File: src/rtl/fp_seq_pkg.sv
// Shared encodings and default latencies for the FP sequencer, FPU units and control decoder.
package fp_seq_pkg;

   // FP instruction classes as delivered by the control unit
   localparam logic [1:0] OP_SINGLE = 2'd0;
   localparam logic [1:0] OP_MUL    = 2'd1;
   localparam logic [1:0] OP_DIV    = 2'd2;
   localparam logic [1:0] OP_DMEM   = 2'd3;

   typedef enum logic [1:0] {
      StIdle   = 2'd0,
      StExec   = 2'd1,
      StDmemHi = 2'd2
   } fp_seq_state_e;

   // Total occupancy in cycles, including the acceptance cycle
   localparam int unsigned DEF_MUL_LAT   = 3;
   localparam int unsigned DEF_DIV_LAT_S = 12;
   localparam int unsigned DEF_DIV_LAT_D = 26;
   localparam int unsigned DEF_CNT_W     = 5;

   function automatic int unsigned lat_max(input int unsigned a, input int unsigned b,
                                           input int unsigned c);
      int unsigned m;
      m = a;
      if (b > m) m = b;
      if (c > m) m = c;
      return m;
   endfunction

endpackage

File: src/rtl/sat_counter.sv
// Up-counter with synchronous clear that sticks at all-ones instead of wrapping.
module sat_counter #(
   parameter int unsigned WIDTH = 16
) (
   input  logic             clk,
   input  logic             rst_n,
   input  logic             clr,
   input  logic             inc,
   output logic [WIDTH-1:0] count
);

   logic [WIDTH-1:0] count_q;

   // Count up on inc, clear has priority, hold once saturated
   always_ff @(posedge clk or negedge rst_n) begin
      if (!rst_n) begin
         count_q <= '0;
      end else if (clr) begin
         count_q <= '0;
      end else if (inc && (count_q != '1)) begin
         count_q <= count_q + 1'b1;
      end
   end

   assign count = count_q;

endmodule

File: src/rtl/fp_seq_ctrl.sv
// Multi-cycle sequencer for FP multiply/divide and double-word FP load/store.
// Outputs are decoded combinationally from the current state and inputs so a
// single-cycle op writes back in its issue cycle.
module fp_seq_ctrl
   import fp_seq_pkg::*;
#(
   parameter int unsigned MUL_LAT   = DEF_MUL_LAT,
   parameter int unsigned DIV_LAT_S = DEF_DIV_LAT_S,
   parameter int unsigned DIV_LAT_D = DEF_DIV_LAT_D,
   parameter int unsigned CNT_W     = DEF_CNT_W
) (
   input  logic        clk,
   input  logic        rst_n,
   input  logic        issue_valid,
   input  logic [1:0]  op_class,
   input  logic        is_double,
   input  logic        mem_write,
   input  logic        flush,
   output logic        pc_hold,
   output logic        fpu_start,
   output logic        word_sel,
   output logic        fp_reg_we,
   output logic        mem_en,
   output logic        busy,
   output logic [15:0] stall_cnt
);

   localparam int unsigned MaxLat = lat_max(MUL_LAT, DIV_LAT_S, DIV_LAT_D);

   if (MUL_LAT < 2 || DIV_LAT_S < 2 || DIV_LAT_D < 2) begin : g_bad_lat
      $fatal(1, "fp_seq_ctrl: every latency must be at least 2");
   end
   if (MaxLat > (2 ** CNT_W) + 1) begin : g_bad_cnt_w
      $fatal(1, "fp_seq_ctrl: CNT_W too narrow for the longest latency");
   end

   // The acceptance cycle and the write-back cycle are not counted down
   localparam logic [CNT_W-1:0] MulLoad  = CNT_W'(MUL_LAT - 2);
   localparam logic [CNT_W-1:0] DivSLoad = CNT_W'(DIV_LAT_S - 2);
   localparam logic [CNT_W-1:0] DivDLoad = CNT_W'(DIV_LAT_D - 2);

   fp_seq_state_e    state;
   logic [1:0]       op_r;
   logic             dbl_r;
   logic             wr_r;
   logic [CNT_W-1:0] cnt;
   logic             accept;

   assign accept = (state == StIdle) && issue_valid && !flush;
   assign busy   = (state != StIdle);

   // Output decode from state, latched op info and live inputs
   always_comb begin
      pc_hold   = 1'b0;
      fpu_start = 1'b0;
      word_sel  = 1'b0;
      fp_reg_we = 1'b0;
      mem_en    = 1'b0;
      case (state)
         StIdle: begin
            if (accept) begin
               unique case (op_class)
                  OP_SINGLE: fp_reg_we = 1'b1;
                  OP_MUL, OP_DIV: begin
                     fpu_start = 1'b1;
                     pc_hold   = 1'b1;
                  end
                  OP_DMEM: begin
                     mem_en    = 1'b1;
                     pc_hold   = 1'b1;
                     fp_reg_we = ~mem_write;
                  end
               endcase
            end
         end
         StExec: begin
            if (!flush) begin
               if (cnt != '0) pc_hold = 1'b1;
               else           fp_reg_we = 1'b1;
            end
         end
         StDmemHi: begin
            word_sel = 1'b1;
            if (!flush) begin
               mem_en    = 1'b1;
               fp_reg_we = ~wr_r;
            end
         end
         default: ;
      endcase
   end

   // Sequencer state, latched instruction info and latency countdown
   always_ff @(posedge clk or negedge rst_n) begin
      if (!rst_n) begin
         state <= StIdle;
         op_r  <= OP_SINGLE;
         dbl_r <= 1'b0;
         wr_r  <= 1'b0;
         cnt   <= '0;
      end else begin
         case (state)
            StIdle: begin
               if (accept) begin
                  op_r  <= op_class;
                  dbl_r <= is_double;
                  wr_r  <= mem_write;
                  unique case (op_class)
                     OP_SINGLE: ;
                     OP_MUL: begin
                        cnt   <= MulLoad;
                        state <= StExec;
                     end
                     OP_DIV: begin
                        cnt   <= is_double ? DivDLoad : DivSLoad;
                        state <= StExec;
                     end
                     OP_DMEM: state <= StDmemHi;
                  endcase
               end
            end
            StExec: begin
               if (flush) begin
                  cnt   <= '0;
                  state <= StIdle;
               end else if (cnt == '0) begin
                  state <= StIdle;
               end else begin
                  cnt <= cnt - 1'b1;
               end
            end
            StDmemHi: begin
               cnt   <= '0;
               state <= StIdle;
            end
            default: begin
               cnt   <= '0;
               state <= StIdle;
            end
         endcase
      end
   end

   sat_counter #(
      .WIDTH(16)
   ) u_stall_cnt (
      .clk  (clk),
      .rst_n(rst_n),
      .clr  (1'b0),
      .inc  (pc_hold),
      .count(stall_cnt)
   );

   // The countdown never exceeds the load value of the op that started it
   a_cnt_bound: assert property (@(posedge clk) disable iff (!rst_n)
      (state == StExec) |-> ((op_r == OP_MUL) ? (cnt <= MulLoad) :
                             ((op_r == OP_DIV) && (cnt <= (dbl_r ? DivDLoad : DivSLoad)))));

endmodule

File: config.mk
export PLATFORM = sky130hd
export DESIGN_NAME = fp_seq_ctrl
export DESIGN_NICKNAME = d
export VERILOG_FILES = /design/src/rtl/fp_seq_pkg.sv /design/src/rtl/sat_counter.sv /design/src/rtl/fp_seq_ctrl.sv
export SDC_FILE = /design/constraint.sdc
export NUM_CORES = 1
export LEC_CHECK = 0
export CORE_ASPECT_RATIO = 1.2
export CORE_MARGIN = 2
export CORE_UTILIZATION = 40
export CTS_BUF_LIST = sky130_fd_sc_hd__clkbuf_4
export DETAILED_ROUTE_END_ITERATION = 12
export GPL_ROUTABILITY_DRIVEN = 0
export PLACE_DENSITY = 0.65
export SLEW_MARGIN = 20
export SYNTH_ARGS = -nofsm -noshare
export SYNTH_HDL_FRONTEND = slang
export SYNTH_SLANG_ARGS = --single-unit
File: constraint.sdc
create_clock -name clk -period 2.1 [get_ports clk]
set_input_delay 0.42 -clock clk [delete_from_list [all_inputs] [get_ports clk]]
set_output_delay 0.42 -clock clk [all_outputs]
set_load 0.02 [all_outputs]
==> results of run 1 <==
## cell type report
type | instances | area [um2] | share of cell area (%)
well taps | 37 | 46.3 | 2.29
multi-input cells | 98 | 812 | 40.2
flip-flops and latches | 24 | 602 | 29.8
repair buffers | 58 | 502 | 24.8
inverters | 10 | 37.5 | 1.86
clock buffers | 3 | 22.5 | 1.11
## registers in the layout, indices dropped and copies added, names as in the netlist
| name | flops |
|---|---|
| cnt | 5 |
| state | 2 |
| u_stall_cnt.count | 16 |
| wr_r | 1 |
## stage by stage
| stage | area (um2) | total power, mW | TNS (ps) |
|---|---|---|---|
| after floorplan | 1380 | 0.962 | 0 |
| after global placement | 1890 | 1.26 | -6760 |
| after detailed placement | 1890 | 1.28 | -7280 |
| after CTS | 1970 | 1.53 | -6.98 |
| after global routing | 2020 | 1.68 | -271 |
| final | 2020 | 1.56 | 0 |
## worst max-delay path: stages (launching register included)
cell	delay, ps
dfrtp_1	450
nor4b_4	310
buf_4	170
and2_4	140
o21bai_1	110
buf_4	170
## repair_timing
item,in CTS,in global routing
resized for setup,37,10
pin swaps,3,2
buffers inserted,2,2
endpoints found under the setup margin,12,5
## power by group through the flow
stage                     clock (mW)  combinational [mW]  sequential, mW
after CTS                      0.203               0.668           0.663
after detailed placement           0               0.620           0.661
after global routing           0.236               0.760           0.679
after global placement             0               0.607           0.656
after floorplan                    0               0.243           0.720
final                          0.196               0.701           0.665
## how the worst min path moves through the flow
| stage | to | start | slack (ps) |
|---|---|---|---|
| floorplan | cnt[0]$_DFFE_PN0P_ | rst_n | 120 |
| global placement | cnt[4]$_DFFE_PN0P_ | cnt[4]$_DFFE_PN0P_ | 480 |
| detailed placement | cnt[4]$_DFFE_PN0P_ | cnt[4]$_DFFE_PN0P_ | 490 |
| CTS | cnt[1]$_DFFE_PN0P_ | rst_n | 470 |
| global route | cnt[1]$_DFFE_PN0P_ | rst_n | 450 |
| finish | u_stall_cnt.count[7]$_DFFE_PN0P_ | rst_n | 460 |
## metal layers
layer	global-route usage, %	part of all wire, %
met2	34.9	54
met3	3.21	3.9
met1	21.0	38
met4	9.30	3.1
met5	0	0
## cell families after synthesis
kind of cell	count (synthesis)	share of synthesized area, %
compound gates	14	7.78
xor+xnor	13	8.24
fa+ha+maj	6	5.43
buf+inv	12	3.80
flops	24	43.4
mux	6	4.80
simple gates	59	26.5
## cells in the final DEF (no fill, tap or decap), types with 5 or more instances in the layout
cell type,synthesis,final
nand2_1,14,12
xor2_1,13,13
nand2b_1,6,6
inv_1,10,7
ha_1,6,5
nand3_1,6,6
buf_4,0,31
dfrtp_1,24,23
dlygate4sd2_1,0,5
clkdlybuf4s50_1,0,19
==> qor.yml, run 1 <==
run_status:
  outcome: "completed"
cts:
  hold_buffers: 0
  htreeDepth: 1
  clk_pin_slew_worst_paths_ps: 120
  cts_tree: "yes"
  clkLatencyLatePin_ps: 310
  clockBufferDepth: 2
  numCtsBuffers: 3
  root_buffer: "clkbuf_4"
  clock-sinks: 24
place:
  post-place-ws_ps: -634
  io_buffers: 29
  place.detailed.hpwl_um: 2490
  dp.cells: 223
power:
  p_sw_uw: 568
  p_leak_nw: 0.995
  p_comb_share_pct: 44.9
  internal_power_uw: 994
  power_density_nw_per_um2: 773
  p_seq_share_pct: 42.6
  swShare_pct: 36.3
  power.share.clock_pct: 12.5
  vdd_drop_max_uv: 566
global_route:
  grt_max_degree: 25
  grt_pass1_wl_um: 5730
  grt_pass1_vias: 1284
  grt.overflow.total: 0
  grt.total_usage_pct: 19.0
  antenna_found_initial: 0
timing:
  holdWs_ps: 461
  fin_ws_ps: 23.0
  finClkSkew_ps: 8.05
  worst_pin_slew_ps: 355
  fin_crit_ps: 2080
  fin_crit_sh_pct: 98.9
  grt_setup_unrepaired: "yes"
  finalHoldViolations: 0
  drv_slew: 0
  setup_violations: 0
  max-slew-margin-rel_pct: 76.0
  max_clock_freq_ghz: 0.481
synth:
  ys_seq_area_share_pct: 43.4
  synth_top_area_share_pct: 43.4
  ys_async_sr_fraction_pct: 100
  netlist_top_cells_area: "dfrtp_1, xor2_1, ha_1, nand2_1, mux2_1"
  synth_most_common_cell: "dfrtp_1"
  synth_seq_cells: 24
  yosys.area.top_type: "dfrtp_1"
  netlist_instances: 134
  synth-main-ff-cell: "dfrtp_1"
  yosys_warnings: 0
  syn-num-nets: 148
  syn_avg_cell_area_um2: 10.3
  synth-edff-count: 0
  synth_area_um2: 1380
  synth.distinct_cells: 38
  synth_common_cells: "dfrtp_1, nand2_1, xor2_1"
worst_setup_path:
  critPathLaunch: "state[1]$_DFFE_PN0P_"
  regToRegStartpoint: "state[1]$_DFFE_PN0P_"
  cp.required_ps: 1680
  cp-start-kind: "register"
  cp-endpoint: "mem_en"
  critical_path.max_fanout: 4
  r2r_slack_ps: 90
  rr_endpoint: "u_stall_cnt.count[15]$_DFFE_PN0P_"
  crit_type: "register to primary output"
  reg2reg_depth: 7
  cp-end-kind: "primary output"
  arrival_ps: 1660
floorplan:
  dieHeight_um: 68.4
  rows: 23
  core_area_um2: 3340
  ios: 30
  die-area_um2: 3940
  start_util_pct: 41.4
  die_w_um: 57.7
detailed_routing:
  via_count: 1220
  dr.pass1.iters: 4
  via_per_inst: 5.30
  wl_per_cell_um: 14.8
  drc: 0
  antenna_left: 0
  routed_wl_um: 3410
  drtIter0Drc: 26
finish:
  n_antenna_cell: 0
  nFillCells: 290
  area_growth_pct: 46.2
  nets: 209
  post-route-util_pct: 60.6
  layout-drive-gt1-share_pct: 29.0
  finalNonFillerCells: 230
worst_hold_path:
  hold_class: "input pin to async pin"
job:
  max-cap-violations: 0
No activity file was read; power rests on OpenSTA's default activity.
==> inputs of run 2 (changes only) <==
--- a/config.mk
+++ b/config.mk
@@ -7,11 +7,12 @@
 export LEC_CHECK = 0
 export CORE_ASPECT_RATIO = 1.2
 export CORE_MARGIN = 2
-export CORE_UTILIZATION = 40
+export CORE_UTILIZATION = 45
 export CTS_BUF_LIST = sky130_fd_sc_hd__clkbuf_4
+export CTS_CLUSTER_DIAMETER = 100
 export DETAILED_ROUTE_END_ITERATION = 12
 export GPL_ROUTABILITY_DRIVEN = 0
-export PLACE_DENSITY = 0.65
+export PLACE_DENSITY = 0.72
 export SLEW_MARGIN = 20
 export SYNTH_ARGS = -nofsm -noshare
 export SYNTH_HDL_FRONTEND = slang
==> run 2 against run 1 <==
Compared with the run above:
- critical path depth up 2
- sequential power about the same
- maximum frequency down 1.4%
- the flow now finishes with violations (negative setup slack)
- largest power group is now sequential cells
- clock power up 74%
==> qor.yml, run 2 (synthesized netlist as in run 1, its figures left out) <==
run_status:
  outcome: "finished, violations left"  # was completed
  violations: "negative setup slack"
timing:
  final.setup.tns_ps: -7.45  # was 0 ps
  fin_crit_sh_pct: 100  # was 98.9%
  fin_ws_ps: -7.45  # was 23.0 ps
  worst_pin_slew_ps: 339  # was 355 ps
  finClkSkew_ps: 14.0  # was 8.05 ps
  grt_setup_unrepaired: "yes"  # unchanged
  max_clock_freq_ghz: 0.475  # was 0.481 GHz
  finalHoldViolations: 0  # unchanged
  fin_crit_ps: 2110  # was 2080 ps
  drv_slew: 0  # unchanged
  max-slew-margin-rel_pct: 77.1  # was 76.0%
  setup_violations: 1  # was 0
worst_setup_path:
  critPathLaunch: "cnt[0]$_DFFE_PN0P_"  # was state[1]$_DFFE_PN0P_
  critical_path.max_fanout: 3  # was 4
  cp_num_cells: 7  # was 5
  arrival_ps: 1690  # was 1660 ps
  crit_chain: "inv_2, ha_2, nor4b_4, buf_4, nand2_1, o311ai_1, buf_2"  # was nor4b_4, buf_4, and2_4, o21bai_1, buf_4
  cp-endpoint: "fp_reg_we"  # was mem_en
  cp-start-kind: "register"  # unchanged
  reg2reg_depth: 6  # was 7
  cp_top_family: "buffers and inverters"  # was flip-flops
  crit_type: "register to primary output"  # unchanged
  cp.required_ps: 1680  # about the same
  rr_endpoint: "u_stall_cnt.count[15]$_DFFE_PN0P_"  # unchanged
  worst-path-buf-inv: 3  # was 2
  cpPeakStageDelay_ps: 410  # was 450 ps
  cp_slowest_cell: "dfrtp_1"  # unchanged
  regToRegStartpoint: "state[1]$_DFFE_PN0P_"  # unchanged
  r2r_slack_ps: 10  # was 90 ps
  cp-end-kind: "primary output"  # unchanged
finish:
  largest_reg_flops: 16  # unchanged
  layout_commonest_cell: "buf_4"  # unchanged
  area_growth_pct: 42.2  # was 46.2%
  final_cell_area_um2: 1970  # was 2020 um2
  n_antenna_cell: 0  # unchanged
  nFillCells: 242  # was 290
  final_cell_mix: "buf_4, dfrtp_1, clkdlybuf4s50_1"  # unchanged
  nets: 205  # was 209
  layout-drive-gt1-share_pct: 25.3  # was 29.0%
power:
  power.share.clock_pct: 20.8  # was 12.5%
  vdd_drop_max_uv: 739  # was 566 uV
  internal_power_mw: 1.09  # was 994 uW
  p_total_mw: 1.65  # was 1.56 mW
  p_comb_share_pct: 38.7  # was 44.9%
  swShare_pct: 33.9  # was 36.3%
  power_density_nw_per_um2: 839  # was 773 nW/um2
  p_seq_share_pct: 40.5  # was 42.6%
  p_sw_uw: 559  # was 568 uW
  p_leak_nw: 0.964  # was 0.995 nW
floorplan:
  core_area_um2: 3000  # was 3340 um2
  dieHeight_um: 64.7  # was 68.4 um
  die_w_um: 54.6  # was 57.7 um
  die-area_um2: 3530  # was 3940 um2
  rows: 22  # was 23
  start_util_pct: 46.1  # was 41.4%
  ios: 30  # unchanged
global_route:
  grt_max_degree: 25  # unchanged
  use_met1_pct: 27.7  # was 21.0%
  met3_usage_pct: 2.53  # was 3.21%
  grt_pass1_wl_um: 5110  # was 5730 um
  grt_pass1_vias: 1152  # was 1284
  grt.overflow.total: 0  # unchanged
  top_usage_layer: "met2"  # unchanged
  grt.total_usage_pct: 19.4  # was 19.0%
  antenna_found_initial: 0  # unchanged
  grtUsageMet2_pct: 29.2  # was 34.9%
cts:
  htreeDepth: 1  # unchanged
  cts_tree: "yes"  # unchanged
  clkLatencyLatePin_ps: 320  # was 310 ps
  clockBufferDepth: 2  # unchanged
  clk_pin_slew_worst_paths_ps: 150  # was 120 ps
  clock-sinks: 24  # unchanged
  numCtsBuffers: 3  # unchanged
  root_buffer: "clkbuf_4"  # unchanged
detailed_routing:
  drtIter0Drc: 21  # was 26
  dr.pass1.iters: 4  # unchanged
  wl_per_cell_um: 13.7  # was 14.8 um
  via_per_inst: 5.23  # was 5.30
  antenna_left: 0  # unchanged
  via_count: 1181  # was 1220
  drc: 0  # unchanged
  routed_wl_um: 3090  # was 3410 um
place:
  place.detailed.hpwl_um: 2290  # was 2490 um
  io_buffers: 29  # unchanged
  detailed_place.area_um2: 1860  # was 1890 um2
  post-place-ws_ps: -651  # was -634 ps
worst_hold_path:
  hold_class: "input pin to async pin"  # unchanged
job:
  max-cap-violations: 0  # unchanged
## run 2: cell count changes in the layout (fill, tap and decap cells not counted), sizes merged
cell	delta
buf	-4
bufinv	+1
## run 2: per-layer routing
metal	wire (um)	vias up
met3	67	4
met4	33	0
li1	-	591
met5	0	-
met2	1600	19
met1	1390	567
## run 2: power by group through the flow
stage	Sequential [mW]	Clock, mW	Combinational (mW)
4_1_cts	0.662	0.349	0.630
3_3_place_gp	0.655	0	0.596
2_1_floorplan	0.720	0	0.243
6_report	0.667	0.342	0.638
3_5_place_dp	0.662	0	0.611
5_1_grt	0.677	0.371	0.693
## run 2: worst min-delay path by stage
stage | from | endpoint | slack (ps) | cells after the start
2_1_floorplan | rst_n | cnt[0]$_DFFE_PN0P_ | 120 | 0
3_3_place_gp | cnt[4]$_DFFE_PN0P_ | cnt[4]$_DFFE_PN0P_ | 490 | 1
3_5_place_dp | cnt[4]$_DFFE_PN0P_ | cnt[4]$_DFFE_PN0P_ | 500 | 1
4_1_cts | rst_n | u_stall_cnt.count[8]$_DFFE_PN0P_ | 440 | 2
5_1_grt | rst_n | u_stall_cnt.count[8]$_DFFE_PN0P_ | 440 | 2
6_report | rst_n | u_stall_cnt.count[9]$_DFFE_PN0P_ | 430 | 2
## run 2: timing repair
item	CTS	global route
hold endpoints to repair	0	0
gates resized for setup	29	7
setup endpoints to repair	7	6
setup buffers	1	3
hold buffers	0	0
pin swaps	2	3
## run 2: cell type report
type / count / area (um2) / share of cell area (%)
Tap cell: 36 / 45.0 / 2.29
Clock buffer: 3 / 22.5 / 1.15
Clock inverter: 1 / 30.0 / 1.53
Multi-Input combinational cell: 98 / 764 / 38.9
Sequential cell: 24 / 603 / 30.7
Inverter: 10 / 37.5 / 1.91
Timing Repair Buffer: 54 / 463 / 23.6
## run 2: per-stage QoR
step	cells	hold slack (ps)	utilization [%]
floorplan	134	124	-
global placement	218	487	62.0
detailed placement	218	499	62.0
CTS	223	442	64.5
global route	226	443	65.5
finish	226	428	65.5
==> inputs of run 3 (changes only) <==
--- a/config.mk
+++ b/config.mk
@@ -13,7 +13,7 @@
 export DETAILED_ROUTE_END_ITERATION = 12
 export GPL_ROUTABILITY_DRIVEN = 0
 export PLACE_DENSITY = 0.72
-export SLEW_MARGIN = 20
+export SLEW_MARGIN = 30
 export SYNTH_ARGS = -nofsm -noshare
 export SYNTH_HDL_FRONTEND = slang
 export SYNTH_SLANG_ARGS = --single-unit
==> results of run 3 <==
Final layout, timing and power as in run 2 (identical DEF).
